File: src/rtl/display_scan.sv
// Time-multiplexing scanner for an 8-digit 7-segment display.
// It walks num through the enabled digits and drives active-low anodes, blanking them at the start of each dwell.
module display_scan #(
    parameter int CLK_DIV      = 50000,
    parameter int BLANK_CYCLES = 500
) (
    input  logic       clk,
    input  logic       rst_n,
    input  logic       en,
    input  logic [7:0] dig_mask,
    output logic [2:0] num,
    output logic [7:0] an,
    output logic       frame_done
);
    localparam int CNT_W = (CLK_DIV > 2) ? $clog2(CLK_DIV) : 1;
    localparam logic [CNT_W-1:0] BLANK_LAST = CNT_W'(BLANK_CYCLES - 1);
    localparam logic [CNT_W-1:0] DWELL_LAST = CNT_W'(CLK_DIV - 1);

    typedef enum logic [1:0] {IDLE, BLANK, SHOW} state_t;

    state_t           state_reg, state_next;
    logic [CNT_W-1:0] cnt_reg, cnt_next;
    logic [2:0]       num_reg, num_next;
    logic [7:0]       an_reg, an_next;
    logic             frame_reg, frame_next;

    // Masks rotated so that bit 0 is the first candidate of each search.
    logic [7:0] rot_entry, rot_adv;
    logic [2:0] off_entry, off_adv;
    logic [2:0] entry_num, adv_num;

    genvar gi;
    generate
        for (gi = 0; gi < 8; gi++) begin : g_rot
            assign rot_entry[gi] = dig_mask[num_reg + 3'(gi)];
            assign rot_adv[gi]   = dig_mask[num_reg + 3'(gi + 1)];
        end
    endgenerate

    always_comb begin
        off_entry = 3'd0;
        off_adv   = 3'd0;
        for (int i = 7; i >= 0; i--) begin
            if (rot_entry[i]) off_entry = 3'(i);
            if (rot_adv[i])   off_adv   = 3'(i);
        end
        entry_num = num_reg + off_entry;
        adv_num   = num_reg + off_adv + 3'd1;
    end

    always_comb begin
        state_next = state_reg;
        cnt_next   = cnt_reg;
        num_next   = num_reg;
        frame_next = 1'b0;
        an_next    = 8'hFF;
        if (!en || dig_mask == 8'h00) begin
            state_next = IDLE;
            cnt_next   = '0;
        end else begin
            case (state_reg)
                IDLE: begin
                    state_next = BLANK;
                    cnt_next   = '0;
                    num_next   = entry_num;
                end
                BLANK: begin
                    cnt_next = cnt_reg + CNT_W'(1);
                    if (cnt_reg == BLANK_LAST) begin
                        state_next = SHOW;
                        if (dig_mask[num_reg]) an_next = ~(8'b1 << num_reg);
                    end
                end
                SHOW: begin
                    if (cnt_reg == DWELL_LAST) begin
                        state_next = BLANK;
                        cnt_next   = '0;
                        num_next   = adv_num;
                        frame_next = (adv_num <= num_reg);
                    end else begin
                        cnt_next = cnt_reg + CNT_W'(1);
                        // Once the lit digit is masked off it stays dark until the advance.
                        if (dig_mask[num_reg]) an_next = an_reg;
                    end
                end
                default: begin
                    state_next = IDLE;
                    cnt_next   = '0;
                end
            endcase
        end
    end

    always_ff @(posedge clk) begin
        if (!rst_n) begin
            state_reg <= IDLE;
            cnt_reg   <= '0;
            num_reg   <= 3'd0;
            an_reg    <= 8'hFF;
            frame_reg <= 1'b0;
        end else begin
            state_reg <= state_next;
            cnt_reg   <= cnt_next;
            num_reg   <= num_next;
            an_reg    <= an_next;
            frame_reg <= frame_next;
        end
    end

    assign num        = num_reg;
    assign an         = an_reg;
    assign frame_done = frame_reg;
endmodule

File: config.mk
export PLATFORM = sky130hd
export DESIGN_NAME = display_scan
export DESIGN_NICKNAME = d
export VERILOG_FILES = /design/src/rtl/display_scan.sv
export SDC_FILE = /design/constraint.sdc
export NUM_CORES = 1
export LEC_CHECK = 0
export CORE_MARGIN = 10
export CORE_UTILIZATION = 50
export DETAILED_ROUTE_END_ITERATION = 10
export PLACE_DENSITY = 0.71
export SYNTH_ARGS = -nofsm -noshare
export SYNTH_HDL_FRONTEND = slang
export SYNTH_SLANG_ARGS = --single-unit
export TNS_END_PERCENT = 100
File: constraint.sdc
create_clock -name clk -period 12.3 [get_ports clk]
set_input_delay 1.23 -clock clk [delete_from_list [all_inputs] [get_ports clk]]
set_output_delay 1.23 -clock clk [all_outputs]
set_load 0.01 [all_outputs]
---- Yosys cells after proc, flatten, opt, wreduce, memory -nomap -nowiden ----
Index checks and enable logic that the tools add are counted.
operators by class
  reduce and logical (&&, ||, !) cells .... 9
  eq/ne operators ......................... 7
  bitwise logic cells ..................... 5
  order comparisons ....................... 9
  $add $sub $neg .......................... 11
  shifts and indexed selects .............. 1
  muxes and demuxes ....................... 44
operators with widths
  cell                     number
  $mux W3                  17
  $lt A3 B4 Y1 const B     8
  $mux W8                  4
  $pmux W16 S2             1
  $bmux W1 S3              8
  $add A16 B1 Y16 const B  1
  $eq A16 B16 Y1 const B   1
  $eq A16 B9 Y1 const B    1
  $mux W16                 1
  $pmux W8 S2              1
  $add A3 B3 Y3 const B    4
  $logic_not A8 Y1         1
  $mux W1                  8
  $not A8 Y8               1
  $shl A1 B3 Y8 const A    1
  $add A3 B1 Y3 const B    2
  $add A3 B2 Y3 const B    2
  $add A3 B3 Y3            2
  $pmux W2 S3              1
  $pmux W3 S2              1
  $mux W2                  2
  $ne A2 B2 Y1 const B     2
  $not A1 Y1               4
  $reduce_or A4 Y1         1
  other kinds (11)         11
storage, ports and cells
  bits of input ports ..................... 11
  output and inout port bits .............. 12
  flip-flop bits (word level) ............. 30
  logic and storage cells ................. 91

---- Depth between registers and ports, before layout ----
Gate-level depths: netlist of run 1.
  word-level depth ........................ 14
  mapped depth ............................ 19
  gate-level depth less buffers ........... 17

---- Worst setup path before layout of run 1 ----
OpenSTA, ideal clock, no wires.
  kind .................................... reg-to-reg
  start ................................... register num_reg[0], in the netlist num[0]
  end ..................................... register frame_reg, in the netlist frame_done
  clock period less this slack ............ 4246 ps
  stages on the path, launching flop included .. 20
  required time ........................... 12222 ps
  slack ................................... 8054 ps
  buffers on the path ..................... 2
  data arrival time ....................... 4169 ps
  cell sequence ........................... dfxtp_1 -> buf_6 -> clkinv_1 -> ha_1 -> buf_6 -> mux2_1 -> mux2i_1 -> o21ai_0 -> a221oi_1 -> o22ai_1 -> a21oi_1 -> o41ai_1 -> ha_1 -> fa_1 -> xnor2_1 -> xnor2_1 -> ha_1 -> a21oi_1 -> a31oi_1 -> nor3_1
between the ends
  cells in the longest elaborated chain, start to end .. 13
ends and longest elaborated chain
  what                                                             RTL line  text
  start: declaration                                               23        logic [2:0] num_reg, num_next;
  start signal: assignment                                         104       num_reg <= num_next;
  $add A3 B3 Y3 / $bmux W1 S3 (equally long branches)              36        assign rot_adv[gi] = dig_mask[num_reg + 3'(gi + 1)];
  $bmux W1 S3 / $mux W1 (equally long branches)                    36
  $mux W1 (implied by the code) / $mux W3 (equally long branches)  36, 45
  $mux W3 (7 in series)                                            45        if (rot_adv[i]) off_adv = 3'(i);
  $add A3 B3 Y3                                                    48        adv_num = num_reg + off_adv + 3'd1;
  $add A3 B1 Y3                                                    48
  $le A3 B3 Y1 (*)                                                 79        frame_next = (adv_num <= num_reg);
  end signal: assignment                                           106       frame_reg <= frame_next;
  end: declaration                                                 25        logic frame_reg, frame_next;
Every way passes the cells marked *; elsewhere a longest branch is shown, timed or not. The select of a mux whose other input is x is not followed.
A chain may end at the register's enable or synchronous reset.

---- Worst setup path after layout of run 1 ----
Ends and elaborated chain as after synthesis.

==> results.md, run 1 <==
- Hold Path Stages: 1
- R2R Path Start: num[0]$_SDFFE_PN0P_
- Worst Hold End: cnt_reg[0]$_SDFF_PP0_
- Status: finished, final reports clean
- Worst EP arrival: 5250 ps
- Vias in the first global route: 1,748
- CTS Hold Bufs: 0
- Routed vias: 1,827
- Fill cell count: 381
- Clk_lat worst skew: 280 ps
- Initial Util: 0.521
- Crit Reg-Reg Endpoint: frame_done$_SDFF_PP0_
- Max-slew violation count: 0
- Worst Hold Launch: cnt_reg[0]$_SDFF_PP0_
- Dpl cell area: 2540 um^2
- Leakage: 0.998 nW
- Drt wl/cell: 15.4 um
- Max incr delay on CP: 780 ps
- Die width: 87.8 um
- MaxCap Viol Count: 0
- IO Pins: 23
- Worst-Margin Slew: between 700 and 800 ps
- Largest register FFs: 16
- Min Hold Slack: 459 ps
- VDD IR max: 119 uV
- Post-Syn Nets: 276
- Full die area: slightly below 8000 um^2
- Remaining global-route overflow: 0
- Clock buffer depth: 2
- GP Congestion: 0.883
- Total CTS buffers: 5
- CP most frequent cell: ha_1
- Largest net degree at the start of global routing: 18
- CTS clock-pin slew for the worst setup and hold paths: 70 ps
- Slowest-stage cell, CP: dfxtp_1
- HPWL Detailed: 3870 um
- Drt pass-1 iters: 4
- CP Capture Type: flop
- Hold Path Class: reg -> reg
- RSZ-0062 raised after global routing: no
- DRT antenna net count: 0
- Area delta synth->final: 15.1%
- Leading cell types in the layout, fill and taps excluded: 30 x dfxtp_1, 27 x nor2_1, 22 x nand2_1, 22 x clkdlybuf4s50_1, 17 x ha_1
- Cell area after layout: 2650 um^2
- Unique cell type count in the Yosys netlist: between 50 and 60
- PD cells: 239 nW/um^2
- Post-synth ARST share: 0
- Buf+Inv Stages, Crit Path: 1
- Main combinational cell family by area after synthesis: simple AND/OR/NAND/NOR gates
- Layout Skew: 6.14 ps
- Commonest non-fill, non-tap cell in the layout: dfxtp_1
- Crit-path leading delay family: adder cells
- CP Max Fanout: 17
- Multi-input logic area: 1590 um^2
- Synthesized area: roughly 2300 um^2
- Tmin final: 5050 ps
- DRC: 0
- Cts repair resizes: 0
- R2R Setup Slk: 7250 ps
- Post-synthesis mux area share: 0.172
- Tcrit/Tclk final: 0.411
- # Post-CTS Setup Buffers: 0
- Total Power: 0.632 mW
- FF+latch area: 601 um^2
- GRT Resource Usage Total: 0.131
- Port Buffers: 22
- Vias per cell: 5.69
- Critical Path Start Type: flop
- Critical path required time: 12,500 ps
- Post-Synth XOR/XNOR Area: 0.0724
- Setup TNS: 0 ps
- Fmax: 198 MHz
- FP Rows: 24
- Cell count after synthesis: 246
- Crit-path cells: clkinv_1 > ha_1 > mux2_1 > mux2i_1 > o21ai_0 > a221oi_1 > o22ai_1 > a21oi_1 > o41ai_1 > ha_1 > fa_1 > xnor2_1 > xnor2_1 > ha_1 > a21oi_1 > a31oi_1 > nor3_1
- Root buf cell: clkbuf_8
- Synth Area per Inst: between 9 and 10 um^2
- Setup Crit Path Kind: reg -> reg
- Nets@finish: slightly below 300
- H-tree depth: 2
- Post-Synth Adder-Cell Area: 0.110
- Synthesis Warnings: 0
- Post-Route WL: 4930 um
- Placeable Area: 4410 um^2
- Headroom to the max-slew limit: 0.529
- Worst r2r path cells: 17
- Yosys reg bits: 30
- Die outline height: around 88 um
- Critical path depth: 17
- Post-synthesis sequential area ratio: 0.261
- Clk sinks: 30
- CP startpoint: num[0]$_SDFFE_PN0P_
- Global-route wire length before repair: 8290 um
- Complex-gate fraction of the synthesized area: 0.131
- Simple-Gate Fraction of Synth Area: 0.208
- ANT cells: 0
- Top_reg_cell synth: dfxtp_1
- Layout cells sized above 1: 0.0929
- Antenna violations before repair: 0
- TritonCTS clock tree: yes
- DR iter-0 viols: 156
- Post-synth EDFFs: 0
- # setup viols final: 0
- Utilization after layout: 0.599
- Final hold violations: 0
-- final cells by class --
class	instances	area share
well taps	52	0.0246
inverters	13	0.0184
flip-flops and latches	30	0.227
multi-input cells	195	0.602
clock buffers	8	0.0416
repair buffers	23	0.0861
-- worst register-to-register path, stage by stage (launching register included) --
cell and delay [ps]:
dfxtp_1 780, clkinv_1 430, ha_1 560, mux2_1 400
mux2i_1 330, o21ai_0 210, a221oi_1 240, o22ai_1 120
a21oi_1 200, o41ai_1 130, ha_1 220, fa_1 420
xnor2_1 200, xnor2_1 140, ha_1 260, a21oi_1 130
a31oi_1 50, nor3_1 150
-- report_power, final --
group / internal [mW] / switching [mW]
combinational: 0.195 / 0.224
clock: 0.0564 / 0.0355
sequential: 0.102 / 0.0197
-- cell families (layout without fill, tap and decap cells) --
logic type | after synthesis | count (layout)
muxes | 25 | 25
adders and majority gates | 19 | 19
buffers and inverters | 21 | 44
and+or+nand+nor | 96 | 96
AOI/OAI and AO/OA | 36 | 36
xor gates and xnor gates | 19 | 19
DFF | 30 | 30
-- routing by layer --
layer / track usage / vias to the layer above / wire [um] / part of all wire
met1: 0.176 / 854 / 2340 / 0.47
met3: 0.0334 / 0 / 262 / 0.053
met4: 0.0261 / 0 / 0 / 0
met5: 0 / - / 0 / 0
li1: - / 933 / - / -
met2: 0.206 / 40 / 2330 / 0.47
-- through the flow --
stage | setup slack, ps | cells
floorplan | 8050 | 246
global placement | 7430 | 313
detailed placement | 7280 | 313
CTS | 7220 | 321
global route | 6700 | 321
finish | 7250 | 321
-- how the worst max path moves through the flow --
| stage | to | slack, ps |
|---|---|---|
| finish | frame_done$_SDFF_PP0_ | 7250 |
| global route | frame_done$_SDFF_PP0_ | 6700 |
| CTS | frame_done$_SDFF_PP0_ | 7220 |
| detailed placement | frame_done$_SDFF_PP0_ | 7280 |
| global placement | frame_done$_SDFF_PP0_ | 7430 |
| floorplan | frame_done$_SDFF_PP0_ | 8050 |
-- synthesized netlist by cell type, types with 2 or more instances --
library cell | n | area, um^2
o211ai_2 | 2 | 25.0
ha_1 | 17 | 213
dfxtp_1 | 30 | 601
mux4_2 | 4 | 90.1
nand2_1 | 22 | 82.6
and4_1 | 2 | 17.5
o32ai_2 | 2 | 32.5
nand3_1 | 13 | 65.1
nor2_1 | 27 | 101
mux2_1 | 3 | 33.8
xor2_1 | 11 | 96.3
nand4_1 | 3 | 18.8
xnor2_1 | 8 | 70.1
clkinv_1 | 2 | 7.51
inv_1 | 11 | 41.3
clkbuf_1 | 3 | 11.3
nor4_1 | 3 | 18.8
nand2b_1 | 3 | 18.8
nor2b_1 | 3 | 18.8
fa_1 | 2 | 40.0
o2bb2ai_1 | 6 | 52.6
and2_1 | 2 | 12.5
a21oi_1 | 8 | 40.0
nor3_1 | 2 | 10.0
buf_6 | 3 | 33.8
o21ai_0 | 7 | 35.0
mux4_1 | 5 | 131
buf_2 | 2 | 10.0
and3_1 | 8 | 50.1
a21boi_0 | 2 | 15.0
mux2i_1 | 10 | 100
No activity file was read; power rests on OpenSTA's default activity.
==> run 2: changes to the inputs <==
Clock period 12.3 ns to 5.2 ns, I/O delays scaled along.
==> results.md, run 2 (synthesis gave the netlist of run 1 again) <==
- # setup viols final: 0
- Global-route wire length before repair: roughly 8000 um
- Drt pass-1 iters: 4
- GR peak layer: met2
- Layout Skew: 3.51 ps
- Placeable Area: between 4000 and 5000 um^2
- Full die area: 7710 um^2
- GP Congestion: 0.863
- Antenna violations before repair: 0
- FP Rows: 24
- Setup TNS: 0 ps
- Die outline height: 87.8 um
- Fill cell count: slightly below 400
- Place WS: 865 ps
- Clk_lat worst skew: 280 ps
- Remaining global-route overflow: 0
- Leakage: 0.999 nW
- Buf+Inv Stages, Crit Path: 1
- Largest register FFs: 16
- CTS Hold Bufs: 0
- ANT cells: 0
- Routed vias: roughly 1,900
- Dpl cell area: ~2600 um^2
- Worst EP arrival: about 4600 ps
- Crit-path leading delay family: adder cells
- Commonest non-fill, non-tap cell in the layout: dfxtp_1
- IO Pins: 23
- PD cells: ~560 nW/um^2
- Crit-path cells: clkinv_1 > ha_1 > mux2_1 > mux2i_1 > o21ai_0 > a221oi_1 > o22ai_1 > a21oi_1 > o41ai_1 > ha_1 > fa_1 > xnor2_1 > xnor2_1 > ha_1 > a21oi_1 > a31oi_1 > nor3_1
- GRT Resource Usage Total: 0.127
- Initial Util: 0.521
- GR Util met1: 0.173
- RSZ-0062 raised after global routing: no
- Die width: 87.8 um
- Layout cells sized above 1: 0.0959
- Final hold violations: 0
- Status: finished, final reports clean
- Final WS setup: 786 ps
- DRT antenna net count: 0
- Cell area after layout: 2640 um^2
- HPWL Detailed: 3790 um
- Tmin final: about 4400 ps
- Clock buffer depth: 2
- Largest net degree at the start of global routing: 17
- Finished Layout Cells: about 320
- Clk sinks: 30
- Total CTS buffers: 5
- DR iter-0 viols: 200
- MaxCap Viol Count: 0
- Drt wl/cell: approximately 15 um
- Fmax: 227 MHz
- Met2 GRT Util: 0.200
- Tcrit/Tclk final: 0.849
- Post-Route WL: 4960 um
- # Post-CTS Setup Buffers: 0
- Critical Path Start Type: flop
- Max incr delay on CP: 540 ps
- Root buf cell: clkbuf_8
- CP Max Fanout: 7
- Nets@finish: 300
- DRC: 0
- Port Buffers: 22
- Cts repair resizes: 0
- Critical path required time: 5380 ps
- TritonCTS clock tree: yes
- Area delta synth->final: 15.0%
- Met3 Use GR: 0.0316
- CTS clock-pin slew for the worst setup and hold paths: 60 ps
- CP most frequent cell: ha_1
- Hold Path Class: reg -> reg
- Headroom to the max-slew limit: 0.670
- Vias per cell: 5.75
- H-tree depth: 2
- Slowest-stage cell, CP: ha_1
- Leading cell types in the layout, fill and taps excluded: 30 x dfxtp_1, 27 x nor2_1, 22 x nand2_1, 22 x clkdlybuf4s50_1, 17 x ha_1
- Placed insts: around 320
- Setup Crit Path Kind: reg -> reg
- VDD IR max: between 200 and 250 uV
- CP Capture Type: flop
- Worst-Margin Slew: 495 ps
- Vias in the first global route: 1,718
- Max-slew violation count: 0
==> run 2: cell types whose count changed in the layout (fill, tap and decap cells not counted) <==
| cell | delta |
|---|---|
| clkbuf_1 | +1 |
| clkinv_2 | +1 |
| clkbuf_8 | -2 |
| buf_4 | +2 |
==> run 2: final timing paths <==
check / end / depth (start not counted) / from / slack, ps
worst min register to register: cnt_reg[0]$_SDFF_PP0_ / 1 / cnt_reg[0]$_SDFF_PP0_ / 460
worst max-delay path: frame_done$_SDFF_PP0_ / 17 / num[0]$_SDFFE_PN0P_ / 790
worst max register to register: frame_done$_SDFF_PP0_ / 17 / num[0]$_SDFFE_PN0P_ / 790
worst min-delay path: cnt_reg[0]$_SDFF_PP0_ / 1 / cnt_reg[0]$_SDFF_PP0_ / 460
==> run 2: area by class of cell <==
class / instances / area (um^2) / area share
multi-input cells: 195 / 1590 / 0.603
flip-flops and latches: 30 / 601 / 0.227
repair buffers: 25 / 243 / 0.0919
clock buffers: 7 / 86.3 / 0.0327
well taps: 52 / 65.1 / 0.0246
inverters: 13 / 48.8 / 0.0185
clock inverters: 1 / 5.00 / 0.00189
==> run 2: worst reg2reg max path, delay by kind of cell (launching register included) <==
family,cells,cell delay (ps)
buffers and inverters,1,230
multiplexers,2,700
XOR/XNOR,2,340
flip-flops,1,330
adder cells (fa/ha/maj),4,1440
AND/OR/NAND/NOR,1,200
AO/OA/AOI/OAI,7,1080
==> run 2: through the flow <==
step	utilization	hold WS [ps]	power (mW)
finish	0.599	455	1.49
global route	0.599	472	1.62
CTS	0.599	452	1.49
detailed placement	0.578	443	1.29
global placement	0.578	435	1.26
floorplan	-	418	1.10
==> run 2: routing by layer <==
metal | vias to the layer above | part of all wire
met5 | - | 0
met4 | 0 | 0.0034
met3 | 2 | 0.051
met2 | 49 | 0.46
met1 | 867 | 0.48
li1 | 940 | -
==> run 2: where the power goes <==
group          switching (mW)  internal (mW)  total, mW
clock                  0.0849          0.107      0.191
sequential             0.0140          0.241      0.255
combinational           0.575          0.471       1.05
total                   0.674          0.819       1.49
==> run 3: changes to the inputs <==
Clock period 5.2 ns to 4.2 ns, I/O delays scaled along.
==> results.md, run 3 (synthesis gave the netlist of run 1 again) <==
- PD cells: 712 nW/um^2
- Clk sinks: 30
- Vias in the first global route: 1,838
- Max incr delay on CP: around 400 ps
- Setup TNS: 0 ps
- Post-Route WL: roughly 5000 um
- Crit-path cells: clkinv_1 > ha_4 > mux2_1 > mux2i_2 > o21ai_1 > a221oi_1 > o22ai_1 > a21oi_1 > o41ai_1 > ha_1 > fa_1 > xnor2_1 > xnor2_1 > ha_1 > a21oi_1 > a31oi_1 > nor3_1
- Cell area after layout: 2720 um^2
- TritonCTS clock tree: yes
- Tmin final: 3780 ps
- CTS Hold Bufs: 0
- IO Pins: 23
- # setup viols final: 0
- Slowest-stage cell, CP: fa_1
- DRC: 0
- Full die area: 7710 um^2
- CP Max Fanout: 7
- Min Hold Slack: about 450 ps
- Setup Crit Path Kind: reg -> reg
- CP Capture Type: flop
- HPWL Detailed: 3900 um
- Initial Util: 0.521
- Leakage: ~1.0 nW
- RSZ-0062 raised after global routing: no
- ANT cells: 0
- Dpl cell area: between 2000 and 3000 um^2
- Place WS: just under 200 ps
- Worst EP arrival: 3990 ps
- Final hold violations: 0
- Clock buffer depth: 2
- Commonest non-fill, non-tap cell in the layout: dfxtp_1
- Worst-Margin Slew: roughly 480 ps
- Die width: 87.8 um
- Headroom to the max-slew limit: 0.676
- Leading cell types in the layout, fill and taps excluded: 29 x dfxtp_1, 27 x nor2_1, 22 x nand2_1, 22 x clkdlybuf4s50_1, 16 x ha_1
- Layout Skew: just under 5 ps
- Root buf cell: clkbuf_8
- DRT antenna net count: 0
- Remaining global-route overflow: 0
- Total CTS buffers: 5
- Clk_lat worst skew: 280 ps
- Layout cells sized above 1: 0.127
- Total Power: roughly 1.9 mW
- VDD IR max: 270 uV
- CTS clock-pin slew for the worst setup and hold paths: ~60 ps
- Drt wl/cell: 15.3 um
- Routed vias: ~1,900
- Antenna violations before repair: 0
- Vias per cell: roughly 5.7
- GP Congestion: about 0.91
- Crit-path leading delay family: adder cells
- Largest net degree at the start of global routing: 17
- Utilization after layout: 0.615
- GRT Resource Usage Total: 0.137
- Placed insts: 320
- Largest register FFs: 16
- Tcrit/Tclk final: 0.901
- Placeable Area: 4410 um^2
- Critical Path Start Type: flop
- Global-route wire length before repair: 8670 um
- Buf+Inv Stages, Crit Path: 1
- Max-slew violation count: 0
- Fmax: 264 MHz
- Port Buffers: 22
- Hold Path Class: reg -> reg
- Area delta synth->final: 18.2%
- Nets@finish: 305
- Critical path required time: 4410 ps
- Final WS setup: 418 ps
- MaxCap Viol Count: 0
- Finished Layout Cells: approximately 330
- H-tree depth: 2
- Die outline height: 87.8 um
- DR iter-0 viols: approximately 130
- Status: finished, final reports clean
- FP Rows: 24
- Drt pass-1 iters: 4
## run 3: timing repair
item | in CTS | in global routing
hold endpoints to repair | 0 | 0
setup endpoints to repair | 0 | 1
buffers inserted | 0 | 0
resized for setup | 0 | 4
## run 3: path summary, 6_finish.rpt
path                                             from                    end  slack [ps]  depth (start not counted)
worst max-delay path              num[0]$_SDFFE_PN0P_  frame_done$_SDFF_PP0_         420                         17
worst min register to register  cnt_reg[0]$_SDFF_PP0_  cnt_reg[0]$_SDFF_PP0_         450                          1
worst min-delay path            cnt_reg[0]$_SDFF_PP0_  cnt_reg[0]$_SDFF_PP0_         450                          1
worst max register to register    num[0]$_SDFFE_PN0P_  frame_done$_SDFF_PP0_         420                         17
## run 3: where the power goes
part | internal, mW | switching (mW) | total, mW
Sequential | 0.299 | 0.00955 | 0.309
Clock | 0.165 | 0.106 | 0.271
Combinational | 0.629 | 0.726 | 1.36
## run 3: worst reg2reg max path: cells and delay by family, from the launching register on
kind | cells | cell delay [ps]
adders and majority gates | 4 | 1220
AOI/OAI and AO/OA | 7 | 990
muxes | 2 | 580
xor gates and xnor gates | 2 | 360
DFF | 1 | 320
buffers and inverters | 1 | 110
and+or+nand+nor | 1 | 110
## run 3: area by class of cell
cell class / instances / area (um^2)
Clock buffer: 8 / 110
Fill cell: 376 / 1700
Sequential cell: 30 / 602
Inverter: 13 / 48.8
Timing Repair Buffer: 30 / 280
Multi-Input combinational cell: 195 / 1610
Tap cell: 52 / 65.1
## run 3: layer usage
| metal | GRT usage | share of wire | vias to the layer above | routed length, um |
|---|---|---|---|---|
| li1 | - | - | 956 | - |
| met1 | 0.178 | 0.48 | 858 | 2400 |
| met2 | 0.222 | 0.47 | 47 | 2350 |
| met3 | 0.0279 | 0.046 | 9 | 229 |
| met4 | 0.0406 | 0.0088 | 0 | 44 |
| met5 | 0 | 0 | - | 0 |
